<file path="config.mk">
export PLATFORM = sky130hd
export DESIGN_NAME = npi_write_arbiter
export DESIGN_NICKNAME = d
export VERILOG_FILES = /design/src/rtl/npi_pkg.sv /design/src/rtl/rr_arb2.sv /design/src/rtl/npi_write_arbiter.sv
export SDC_FILE = /design/constraint.sdc
export NUM_CORES = 1
export LEC_CHECK = 0
export CORE_MARGIN = 10
export CORE_UTILIZATION = 29
export CTS_CLUSTER_DIAMETER = 100
export DETAILED_ROUTE_END_ITERATION = 12
export HOLD_SLACK_MARGIN = 0.03
export PLACE_DENSITY = 0.81
export SYNTH_ARGS = -nofsm -noshare
export SYNTH_HDL_FRONTEND = slang
export SYNTH_SLANG_ARGS = --single-unit
</file>
<file path="constraint.sdc">
create_clock -name dram_clk -period 2.01 [get_ports dram_clk]
set_input_delay 0.402 -clock dram_clk [delete_from_list [all_inputs] [get_ports dram_clk]]
set_output_delay 0.402 -clock dram_clk [all_outputs]
set_load 0.005 [all_outputs]
</file>
<file path="src/rtl/npi_pkg.sv">
// ---------------------------------------------------------------------------
// npi_pkg
// Shared constants and types for the NPI write arbiter.
//   state_t        : arbiter FSM state encoding
//   NPI_BURST_LEN  : words per burst for the 128-byte Size code
//   NPI_SIZE_128B  : NPI Size code driven on every request
//   NPI_WR_BE      : write byte-enable, all lanes on
//   NPI_ALIGN_BITS : low address bits cleared for burst alignment
// ---------------------------------------------------------------------------
package npi_pkg;

    typedef enum logic [2:0] {
        ST_IDLE  = 3'd0,
        ST_GRANT = 3'd1,
        ST_PUSH  = 3'd2,
        ST_ADDR  = 3'd3,
        ST_DONE  = 3'd4
    } state_t;

    localparam int unsigned NPI_BURST_LEN  = 16;
    localparam logic [3:0]  NPI_SIZE_128B  = 4'h4;
    localparam logic [7:0]  NPI_WR_BE      = 8'hFF;
    localparam int unsigned NPI_ALIGN_BITS = 7;

endpackage

</file>
<file path="src/rtl/rr_arb2.sv">
// ---------------------------------------------------------------------------
// rr_arb2
// Two-requester round-robin selector with a last-grant pointer.
//   clk_i, rst_ni  : clock, asynchronous active-low reset
//   req_i[1:0]     : requests (bit n = requester n)
//   commit_i       : pulse recording commit_idx_i as the last granted
//   commit_idx_i   : requester that just finished its burst
//   grant_valid_o  : at least one request present
//   grant_idx_o    : winning requester index
// ---------------------------------------------------------------------------
module rr_arb2 (
    input  logic       clk_i,
    input  logic       rst_ni,
    input  logic [1:0] req_i,
    input  logic       commit_i,
    input  logic       commit_idx_i,
    output logic       grant_valid_o,
    output logic       grant_idx_o
);

    logic last_q;

    // Pointer starts at requester 1 so requester 0 wins the first contest.
    always_ff @(posedge clk_i or negedge rst_ni) begin
        if (!rst_ni) begin
            last_q <= 1'b1;
        end else if (commit_i) begin
            // NOTE: sequential state uses non-blocking assignments so every
            // register samples pre-edge values regardless of block ordering.
            last_q <= commit_idx_i;
        end
    end

    always_comb begin
        // NOTE: default first so no path through the block leaves the output
        // unassigned, which would otherwise infer a latch.
        grant_idx_o = 1'b0;
        unique case (req_i)
            2'b01:   grant_idx_o = 1'b0;
            2'b10:   grant_idx_o = 1'b1;
            2'b11:   grant_idx_o = ~last_q;
            default: grant_idx_o = 1'b0;
        endcase
    end

    assign grant_valid_o = |req_i;

endmodule

</file>
<file path="src/rtl/npi_write_arbiter.sv">
// ---------------------------------------------------------------------------
// npi_write_arbiter
// Arbitrates two burst writers onto one Xilinx MPMC NPI write port. Each burst
// pushes BURST_LEN words into the NPI write FIFO, then issues the address.
//   dram_clk, rst_n          : sole clock, asynchronous active-low reset
//   req0/1, addr0/1, data0/1 : requester burst request, byte address, FWFT word
//   pop0/1                   : requester word consumed this cycle
//   done0/1                  : one-cycle burst-complete pulse
//   XIL_NPI_*                : NPI write-side address and write-FIFO signals
// ---------------------------------------------------------------------------
module npi_write_arbiter
    import npi_pkg::*;
#(
    parameter int C_PI_ADDR_WIDTH = 32,
    parameter int C_PI_DATA_WIDTH = 64,
    parameter int BURST_LEN       = NPI_BURST_LEN
) (
    input  logic                       dram_clk,
    input  logic                       rst_n,
    input  logic                       req0,
    input  logic                       req1,
    input  logic [C_PI_ADDR_WIDTH-1:0] addr0,
    input  logic [C_PI_ADDR_WIDTH-1:0] addr1,
    input  logic [C_PI_DATA_WIDTH-1:0] data0,
    input  logic [C_PI_DATA_WIDTH-1:0] data1,
    output logic                       pop0,
    output logic                       pop1,
    output logic                       done0,
    output logic                       done1,
    output logic [C_PI_ADDR_WIDTH-1:0] XIL_NPI_Addr,
    output logic                       XIL_NPI_AddrReq,
    input  logic                       XIL_NPI_AddrAck,
    output logic                       XIL_NPI_RNW,
    output logic [3:0]                 XIL_NPI_Size,
    output logic                       XIL_NPI_RdModWr,
    output logic [C_PI_DATA_WIDTH-1:0] XIL_NPI_WrFIFO_Data,
    output logic [7:0]                 XIL_NPI_WrFIFO_BE,
    output logic                       XIL_NPI_WrFIFO_Push,
    output logic                       XIL_NPI_WrFIFO_Flush,
    input  logic                       XIL_NPI_WrFIFO_AlmostFull,
    input  logic                       XIL_NPI_InitDone
);

    localparam int CNT_W = $clog2(BURST_LEN + 1);
    localparam logic [CNT_W-1:0] LAST_WORD = CNT_W'(BURST_LEN - 1);
    localparam logic [C_PI_ADDR_WIDTH-1:0] ALIGN_MASK =
        {{(C_PI_ADDR_WIDTH - NPI_ALIGN_BITS){1'b1}}, {NPI_ALIGN_BITS{1'b0}}};

    state_t                     state_q;
    logic                       winner_q;
    logic [C_PI_ADDR_WIDTH-1:0] addr_q;
    logic [CNT_W-1:0]           cnt_q;
    logic                       addr_req_q;
    logic [1:0]                 done_q;

    logic push;
    logic rr_valid;
    logic rr_idx;

    rr_arb2 u_rr_arb2 (
        .clk_i        (dram_clk),
        .rst_ni       (rst_n),
        .req_i        ({req1, req0}),
        .commit_i     (state_q == ST_DONE),
        .commit_idx_i (winner_q),
        .grant_valid_o(rr_valid),
        .grant_idx_o  (rr_idx)
    );

    // A word moves only when the NPI FIFO has room; AlmostFull simply holds
    // the counter, so stalls neither drop nor repeat words.
    assign push = (state_q == ST_PUSH) && !XIL_NPI_WrFIFO_AlmostFull;

    always_ff @(posedge dram_clk or negedge rst_n) begin
        if (!rst_n) begin
            state_q    <= ST_IDLE;
            winner_q   <= 1'b0;
            addr_q     <= '0;
            cnt_q      <= '0;
            addr_req_q <= 1'b0;
            done_q     <= 2'b00;
        end else begin
            unique case (state_q)
                ST_IDLE: begin
                    if (XIL_NPI_InitDone && rr_valid) begin
                        winner_q <= rr_idx;
                        state_q  <= ST_GRANT;
                    end
                end
                ST_GRANT: begin
                    addr_q  <= (winner_q ? addr1 : addr0) & ALIGN_MASK;
                    cnt_q   <= '0;
                    state_q <= ST_PUSH;
                end
                ST_PUSH: begin
                    if (push) begin
                        cnt_q <= cnt_q + CNT_W'(1);
                        if (cnt_q == LAST_WORD) begin
                            addr_req_q <= 1'b1;
                            state_q    <= ST_ADDR;
                        end
                    end
                end
                ST_ADDR: begin
                    if (XIL_NPI_AddrAck) begin
                        addr_req_q       <= 1'b0;
                        done_q[winner_q] <= 1'b1;
                        state_q          <= ST_DONE;
                    end
                end
                ST_DONE: begin
                    done_q  <= 2'b00;
                    state_q <= ST_IDLE;
                end
                default: state_q <= ST_IDLE;
            endcase
        end
    end

    assign pop0  = push && !winner_q;
    assign pop1  = push &&  winner_q;
    assign done0 = done_q[0];
    assign done1 = done_q[1];

    assign XIL_NPI_Addr         = addr_q;
    assign XIL_NPI_AddrReq      = addr_req_q;
    assign XIL_NPI_RNW          = 1'b0;
    assign XIL_NPI_Size         = NPI_SIZE_128B;
    assign XIL_NPI_RdModWr      = 1'b0;
    assign XIL_NPI_WrFIFO_Data  = (state_q == ST_PUSH) ? (winner_q ? data1 : data0) : '0;
    assign XIL_NPI_WrFIFO_BE    = NPI_WR_BE;
    assign XIL_NPI_WrFIFO_Push  = push;
    assign XIL_NPI_WrFIFO_Flush = 1'b0;

endmodule

</file>
==> impl_table.tex <==
\begin{tabular}{lr}
\hline
Metric & Value \\
\hline
\multicolumn{2}{l}{\textbf{Logic synthesis}} \\
\quad Number of standard cells after synthesis & between 300 and 400 \\
\quad Sequential element share of the synthesized area & about a third \\
\quad Yosys top cell by area & sky130\_fd\_sc\_hd\_\_dfrtp\_1 \\
\quad Area share of the leading cell type in the synthesized netlist & a little under a third \\
\quad Count of flip-flops with a built-in enable after synthesis & 0 \\
\quad Mean post-synth cell area & between 8 and 9 sq um \\
\quad Synth area leaders & sky130\_fd\_sc\_hd\_\_dfrtp\_1 (31\%), sky130\_fd\_sc\_hd\_\_mux2i\_1 (30\%), sky130\_fd\_sc\_hd\_\_nor2\_1 (11\%), sky130\_fd\_sc\_hd\_\_buf\_4 (5.7\%), sky130\_fd\_sc\_hd\_\_a21oi\_1 (4.6\%) \\
\quad Dominant register cell in the synthesized netlist & sky130\_fd\_sc\_hd\_\_dfrtp\_1 \\
\quad Top cells by count, synth & sky130\_fd\_sc\_hd\_\_nor2\_1 (92), sky130\_fd\_sc\_hd\_\_mux2i\_1 (91), sky130\_fd\_sc\_hd\_\_dfrtp\_1 (37) \\
\quad Number of different library cells in the post-synthesis netlist & 32 \\
\quad Area of the mapped netlist & $\sim$3000 sq um \\
\quad Dominant cell by count in the synthesized netlist & sky130\_fd\_sc\_hd\_\_nor2\_1 \\
\quad Proportion of synthesized flip-flops having asynchronous set or reset & 100\% \\
\quad Yosys warning total & 0 \\
\quad Yosys reg bits & 38 \\
\multicolumn{2}{l}{\textbf{Routing}} \\
\quad Post-route DRC violation count & 0 \\
\quad Initial detailed-routing violation count & around 150 \\
\quad DR vias/cell & 4.76 \\
\quad Initial DRT Pass Iterations & 4 \\
\quad WL/cell & between 20 and 25 um \\
\quad Total wire length & approximately 18000 um \\
\quad Number of nets with antenna violations after detailed routing & 0 \\
\quad Count of vias placed by the detailed router & around 3800 \\
\multicolumn{2}{l}{\textbf{Pwr}} \\
\quad Static leakage & $\sim$3 nW \\
\quad Clk network pwr share & under 10\% \\
\quad Power share of the sequential group & between 10\% and 20\% \\
\quad Switching component of the power & around 0.0038 W \\
\quad Comb power frac & 80.5\% \\
\quad Worst VDD drop & about 0.7 mV \\
\quad Share of total power consumed by net switching & about two fifths \\
\quad Internal power & roughly 0.0056 W \\
\quad P per Cell Area & 1370 nW/um\^{}2 \\
\multicolumn{2}{l}{\textbf{Floorplan}} \\
\quad Initial cell density of the core & 29.5\% \\
\quad Overall die height & 122 um \\
\quad Core region area & $\sim$10000 sq um \\
\quad Die Footprint & 14900 sq um \\
\quad Horiz. Die Dim & between 100 and 150 um \\
\quad Cell row count & 37 \\
\quad Number of primary I/O pins & between 300 and 400 \\
\multicolumn{2}{l}{\textbf{Placement}} \\
\quad Post-DP HPWL & $\sim$13000 um \\
\quad Final RePlAce weighted congestion & around 0.84 \\
\quad Worst slack at placement & -0.290 ns \\
\quad Placed cell area & about 5900 sq um \\
\quad \# port buffers & $\sim$280 \\
\multicolumn{2}{l}{\textbf{Clock tree}} \\
\quad Maximum buffer depth of the clock tree & 2 \\
\quad Worst skew pair latency & 0.29 ns \\
\quad Clock tree from TritonCTS & built \\
\quad Cell at the root of the clock tree & sky130\_fd\_sc\_hd\_\_clkbuf\_8 \\
\quad Clock transition time at the flip-flop clock pins of the worst setup and hold paths & $\sim$0.07 ns \\
\quad Number of buffers created by CTS & 5 \\
\quad Sinks on the clock net & 38 \\
\quad H-tree Lvls & 2 \\
\quad Number of buffers inserted by hold repair at cts & 0 \\
\multicolumn{2}{l}{\textbf{Critical path}} \\
\quad R2R depth & 7 \\
\quad Type of the setup path with the least slack & reg -> out \\
\quad RR Startpoint & state\_q[0]\$\_DFFE\_PN0P\_ \\
\quad Critical-path maximum fanout & 6 \\
\quad Endpoint of the lowest-slack register-to-register path & cnt\_q[3]\$\_DFFE\_PN0P\_ \\
\quad Kind of start point of the critical path & flop \\
\quad Setup crit end kind & output pin \\
\quad Req. time, crit path & roughly 1.6 ns \\
\quad Slack of the worst reg-to-reg path & roughly 0.27 ns \\
\quad Data arrival at the endpoint of the critical path & between 1.5 and 2 ns \\
\multicolumn{2}{l}{\textbf{GRT}} \\
\quad Antenna violations before repair & 1 \\
\quad Vias in the first global route & 3850 \\
\quad Maximum number of pins on one net before global-route repair & 52 \\
\quad Overflow after GRT & 0 \\
\quad GRT Total Usage & between 15 and 20\% \\
\quad First-pass GRT wire length & about 23000 um \\
\multicolumn{2}{l}{\textbf{STA}} \\
\quad Final period utilization & 107\% \\
\quad Number of slew-limit violations in the final report & 0 \\
\quad Worst setup slack after layout & -0.150 ns \\
\quad Highest attainable clock frequency & $\sim$460 MHz \\
\quad Number of setup violations in the final report & 56 \\
\quad RSZ-0062 raised after global routing & true \\
\quad Fin Hold WS & 0.155 ns \\
\quad Worst Skew & 0.00590 ns \\
\quad Number of hold violations in the final report & 0 \\
\quad Shortest clock period the worst path allows after layout & 2.16 ns \\
\multicolumn{2}{l}{\textbf{Run status}} \\
\quad Violated checks & setup timing \\
\quad Run status & finished, violations left \\
\multicolumn{2}{l}{\textbf{Layout}} \\
\quad Layout cells sized above 1 & approximately 32\% \\
\quad Relative area change from synthesis to final layout & 127\% \\
\quad Summed area of non-filler cells in the final layout & just under 7000 sq um \\
\quad Layout Utilization & approximately two thirds \\
\quad \# nets final & around 860 \\
\multicolumn{2}{l}{\textbf{Worst hold path}} \\
\quad Class of the tightest hold or removal check & in -> async \\
\multicolumn{2}{l}{\textbf{Run}} \\
\quad Max Cap Violations & 0 \\
\hline
\end{tabular}
## power by group through the flow
| stage | clock network, W | logic [W] | registers, W |
|---|---|---|---|
| finish | 0.000545 | 0.00759 | 0.00129 |
| floorplan | 0 | 0.00250 | 0.00127 |
| CTS | 0.000565 | 0.00662 | 0.00129 |
| detailed placement | 0 | 0.00514 | 0.00131 |
| global route | 0.000606 | 0.00803 | 0.00133 |
| global placement | 0 | 0.00506 | 0.00129 |
## critical path, stage by stage, from the launching register on
cell and delay, ns:
sky130_fd_sc_hd__dfrtp_1 0.41, sky130_fd_sc_hd__or3b_4 0.44, sky130_fd_sc_hd__buf_6 0.16, sky130_fd_sc_hd__buf_8 0.14, sky130_fd_sc_hd__buf_6 0.11, sky130_fd_sc_hd__nor2_2 0.07, sky130_fd_sc_hd__buf_2 0.13
## worst max-delay path by stage
stage	startpoint	to	slack [ns]	cells past startpoint
floorplan	state_q[0]$_DFFE_PN0P_	XIL_NPI_WrFIFO_Data[10]	0.35	5
global placement	state_q[2]$_DFFE_PN0P_	XIL_NPI_WrFIFO_Data[63]	-0.25	4
detailed placement	state_q[2]$_DFFE_PN0P_	XIL_NPI_WrFIFO_Data[28]	-0.29	4
CTS	state_q[0]$_DFFE_PN0P_	XIL_NPI_WrFIFO_Data[10]	-0.17	6
global route	state_q[0]$_DFFE_PN0P_	XIL_NPI_WrFIFO_Data[30]	-0.21	6
finish	state_q[2]$_DFFE_PN0P_	XIL_NPI_WrFIFO_Data[49]	-0.15	6
## final cells by class
class / count / area [sq um]
clock buffer: 6 / 82.6
inverter: 5 / 18.8
clock inverter: 2 / 12.5
timing repair buffer: 327 / 3320
sequential: 38 / 956
antenna: 2 / 5.00
tap: 136 / 170
multi-input combinational: 281 / 2290
fill: 736 / 3380
## state kept, by name, indices dropped and copies added, names as in the netlist
name	flops
winner_q	1
cnt_q	5
XIL_NPI_Addr	25
done_q	2
state_q	3
u_rr_arb2.last_q	1
XIL_NPI_AddrReq	1
## placed cells by master, fill, tap and decap left out, types with 2 or more instances in the layout
master / count
sky130_fd_sc_hd__a21oi_1: 28
sky130_fd_sc_hd__a22o_1: 3
sky130_fd_sc_hd__a31oi_1: 2
sky130_fd_sc_hd__and2_1: 2
sky130_fd_sc_hd__and3_1: 4
sky130_fd_sc_hd__buf_12: 5
sky130_fd_sc_hd__buf_16: 7
sky130_fd_sc_hd__buf_2: 37
sky130_fd_sc_hd__buf_4: 13
sky130_fd_sc_hd__buf_6: 47
sky130_fd_sc_hd__buf_8: 2
sky130_fd_sc_hd__clkbuf_16: 2
sky130_fd_sc_hd__clkbuf_2: 2
sky130_fd_sc_hd__clkbuf_8: 6
sky130_fd_sc_hd__clkdlybuf4s50_1: 211
sky130_fd_sc_hd__conb_1: 22
sky130_fd_sc_hd__dfrtp_1: 36
sky130_fd_sc_hd__diode_2: 2
sky130_fd_sc_hd__ha_1: 2
sky130_fd_sc_hd__inv_1: 5
sky130_fd_sc_hd__mux2i_1: 71
sky130_fd_sc_hd__mux2i_2: 17
sky130_fd_sc_hd__mux2i_4: 3
sky130_fd_sc_hd__nand2_1: 7
sky130_fd_sc_hd__nand2b_1: 2
sky130_fd_sc_hd__nor2_1: 30
sky130_fd_sc_hd__nor2_2: 17
sky130_fd_sc_hd__nor2_4: 45
sky130_fd_sc_hd__o21ai_0: 10
sky130_fd_sc_hd__or3_1: 3
sky130_fd_sc_hd__or3b_4: 2
## cell families after synthesis
| kind of cell | after synthesis | synth area share (%) |
|---|---|---|
| AND/OR/NAND/NOR | 119 | 16.8 |
| AO/OA/AOI/OAI | 45 | 8.20 |
| multiplexers | 92 | 30.5 |
| buffers and inverters | 54 | 11.9 |
| adder cells (fa/ha/maj) | 2 | 0.828 |
| other | 2 | 0.249 |
| flip-flops | 38 | 31.5 |
## layer usage
metal / share of wire (%) / vias up / track usage [%] / wire length [um]
met3: 8.3 / 29 / 6.29 / 1450
met1: 35 / 1808 / 21.1 / 6050
met2: 55 / 180 / 37.6 / 9580
met5: 0 / - / 0 / 0
met4: 2.6 / 0 / 4.49 / 459
li1: - / 1775 / - / -
## through the flow
| stage | power (W) | TNS (ns) | cells |
|---|---|---|---|
| after floorplan | 0.00377 | 0 | 372 |
| after global placement | 0.00634 | -11.57 | 755 |
| after detailed placement | 0.00646 | -13.27 | 755 |
| after CTS | 0.00848 | -4.27 | 794 |
| after global routing | 0.00997 | -6.21 | 796 |
| final | 0.00942 | -2.89 | 797 |
## repair_timing
item | 4_1_cts | 5_1_grt
endpoints found under the setup margin | 67 | 64
resized for setup | 355 | 105
cloned | 9 | 2
buffers inserted | 22 | 3
pin swaps | 56 | 10
Power figures use the tool's default switching activity.
==> patch: new RTL, same settings <==
The parameter `C_PI_DATA_WIDTH` goes from 64 to 32.
--- a/src/rtl/npi_write_arbiter.sv
+++ b/src/rtl/npi_write_arbiter.sv
@@ -12,7 +12,7 @@
     import npi_pkg::*;
 #(
     parameter int C_PI_ADDR_WIDTH = 32,
-    parameter int C_PI_DATA_WIDTH = 64,
+    parameter int C_PI_DATA_WIDTH = 32,
     parameter int BURST_LEN       = NPI_BURST_LEN
 ) (
     input  logic                       dram_clk,
Interface: changed (resized XIL_NPI_WrFIFO_Data, data0 and data1); port bits go from 316 to 220. The function was not compared with the original's and may differ.
==> patch against the unedited design <==
The run still ends with negative setup slack left. Core utilization decreased by 13 points. Cell area decreased by 32%. Wire length decreased by 42%. First-iteration DRC count decreased by 46%. Total power decreased by 39%. Area after synthesis decreased by 16%. Worst setup slack improved by 100 ps. Sequential share of layout area increased by 6.6 points. Sequential cell count unchanged. Critical endpoint is now XIL_NPI_WrFIFO_Data[21].
==> patch: results (changes against the unedited design) <==
* Top post-synthesis cells by count: mux2i_1, nor2_1, dfrtp_1, a21oi_1, buf_4
* Status: finished with violations
* Sum Neg Setup Slack at -348 ps (+2540 ps)
* Final-report setup violation count at 19 (-66%)
* Skew final at 6.54 ps (+0.638 ps)
* Failing checks: negative setup slack
* Met3 layer usage reported by global route at 5.88% (-0.41 points)
* Final #Nets at 606 (-29%)
* Met3 Wirelength at 838 microns (-42%)
* Final Non-Filler Cells at 578 (-27%)
* Leakage at 2.07 nW (-30%)
* Dpl ws at -182 ps (+108 ps)
* # placed instances at 564 (-25%)
* Gp weighted congestion at 0.797 (-5.1%)
* Post-CTS Setup Inserts at 3 (-86%)
* CP top delay family: simple AND/OR/NAND/NOR gates
* Ant diodes at 0 (-2)
* Area of placed instances at 4440 sq um (-25%)
* Reg2reg end: XIL_NPI_Addr[31]$_DFFE_PN0P_
* Fin worst setup slack at -47.2 ps (+103 ps)
* Fill cell count at 766 (+4.1%)
* Met2 Use GR at 28.3% (-9.2 points)
* WL met1 at 3660 microns (-39%)
* Port bufs at 183 (-34%)
* Synth Instances at 281 (-20%)
* Pin count of the biggest net entering global routing at 45 (-13%)
* Iteration-0 DRC count of the detailed router at 81 (-46%)
* Fraction of layout cells with a size suffix above 1 at 19.6% (-13 points)
* Sequential fraction of the synthesis area at 37.7% (+6.1 points)
* Post-CTS resize count at 171 (-52%)
* Crit Path Max Fanout at 8 (+2)
* Met2 routed WL at 5630 microns (-41%)
[patch: logic make-up (layout without fill, tap and decap cells)]
group,after synthesis,count (layout),synth area share (%)
buffers and inverters,48,217,12.1
AND/OR/NAND/NOR,87,87,15.6
AO/OA/AOI/OAI,44,44,9.55
flip-flops,38,38,37.7
multiplexers,60,60,23.8
adder cells (fa/ha/maj),2,2,0.989
other,2,22,0.297
[patch: where the power goes]
part	switching, mW	internal (mW)
sequential	0.200	1.08
clock	0.282	0.276
combinational	1.81	2.12
total	2.30	3.48
[patch: worst max-delay path by stage]
stage | cells after the start | endpoint | slack (ps) | startpoint
after floorplan | 5 | XIL_NPI_WrFIFO_Data[10] | 430 | state_q[1]$_DFFE_PN0P_
after global placement | 5 | pop0 | -170 | XIL_NPI_WrFIFO_AlmostFull
after detailed placement | 5 | pop0 | -180 | XIL_NPI_WrFIFO_AlmostFull
after CTS | 5 | XIL_NPI_WrFIFO_Data[23] | -60 | state_q[0]$_DFFE_PN0P_
after global routing | 5 | XIL_NPI_WrFIFO_Data[21] | -110 | state_q[2]$_DFFE_PN0P_
final | 5 | XIL_NPI_WrFIFO_Data[21] | -50 | state_q[2]$_DFFE_PN0P_
[patch: through the flow]
stage | utilization (%) | hold WS [ps] | power [mW]
2_1_floorplan | - | 106 | 3.00
3_3_place_gp | 51.6 | 444 | 4.72
3_5_place_dp | 51.6 | 451 | 4.84
4_1_cts | 53.7 | 128 | 5.78
5_1_grt | 54.3 | 145 | 6.20
6_report | 54.3 | 116 | 5.77
[patch: cell type report]
cell class,count,area share (%)
repair buffers,203,41.7
multi-input cells,215,32.4
flip-flops and latches,38,20.5
well taps,108,2.90
clock buffers,6,1.77
inverters,6,0.483
clock inverters,2,0.268
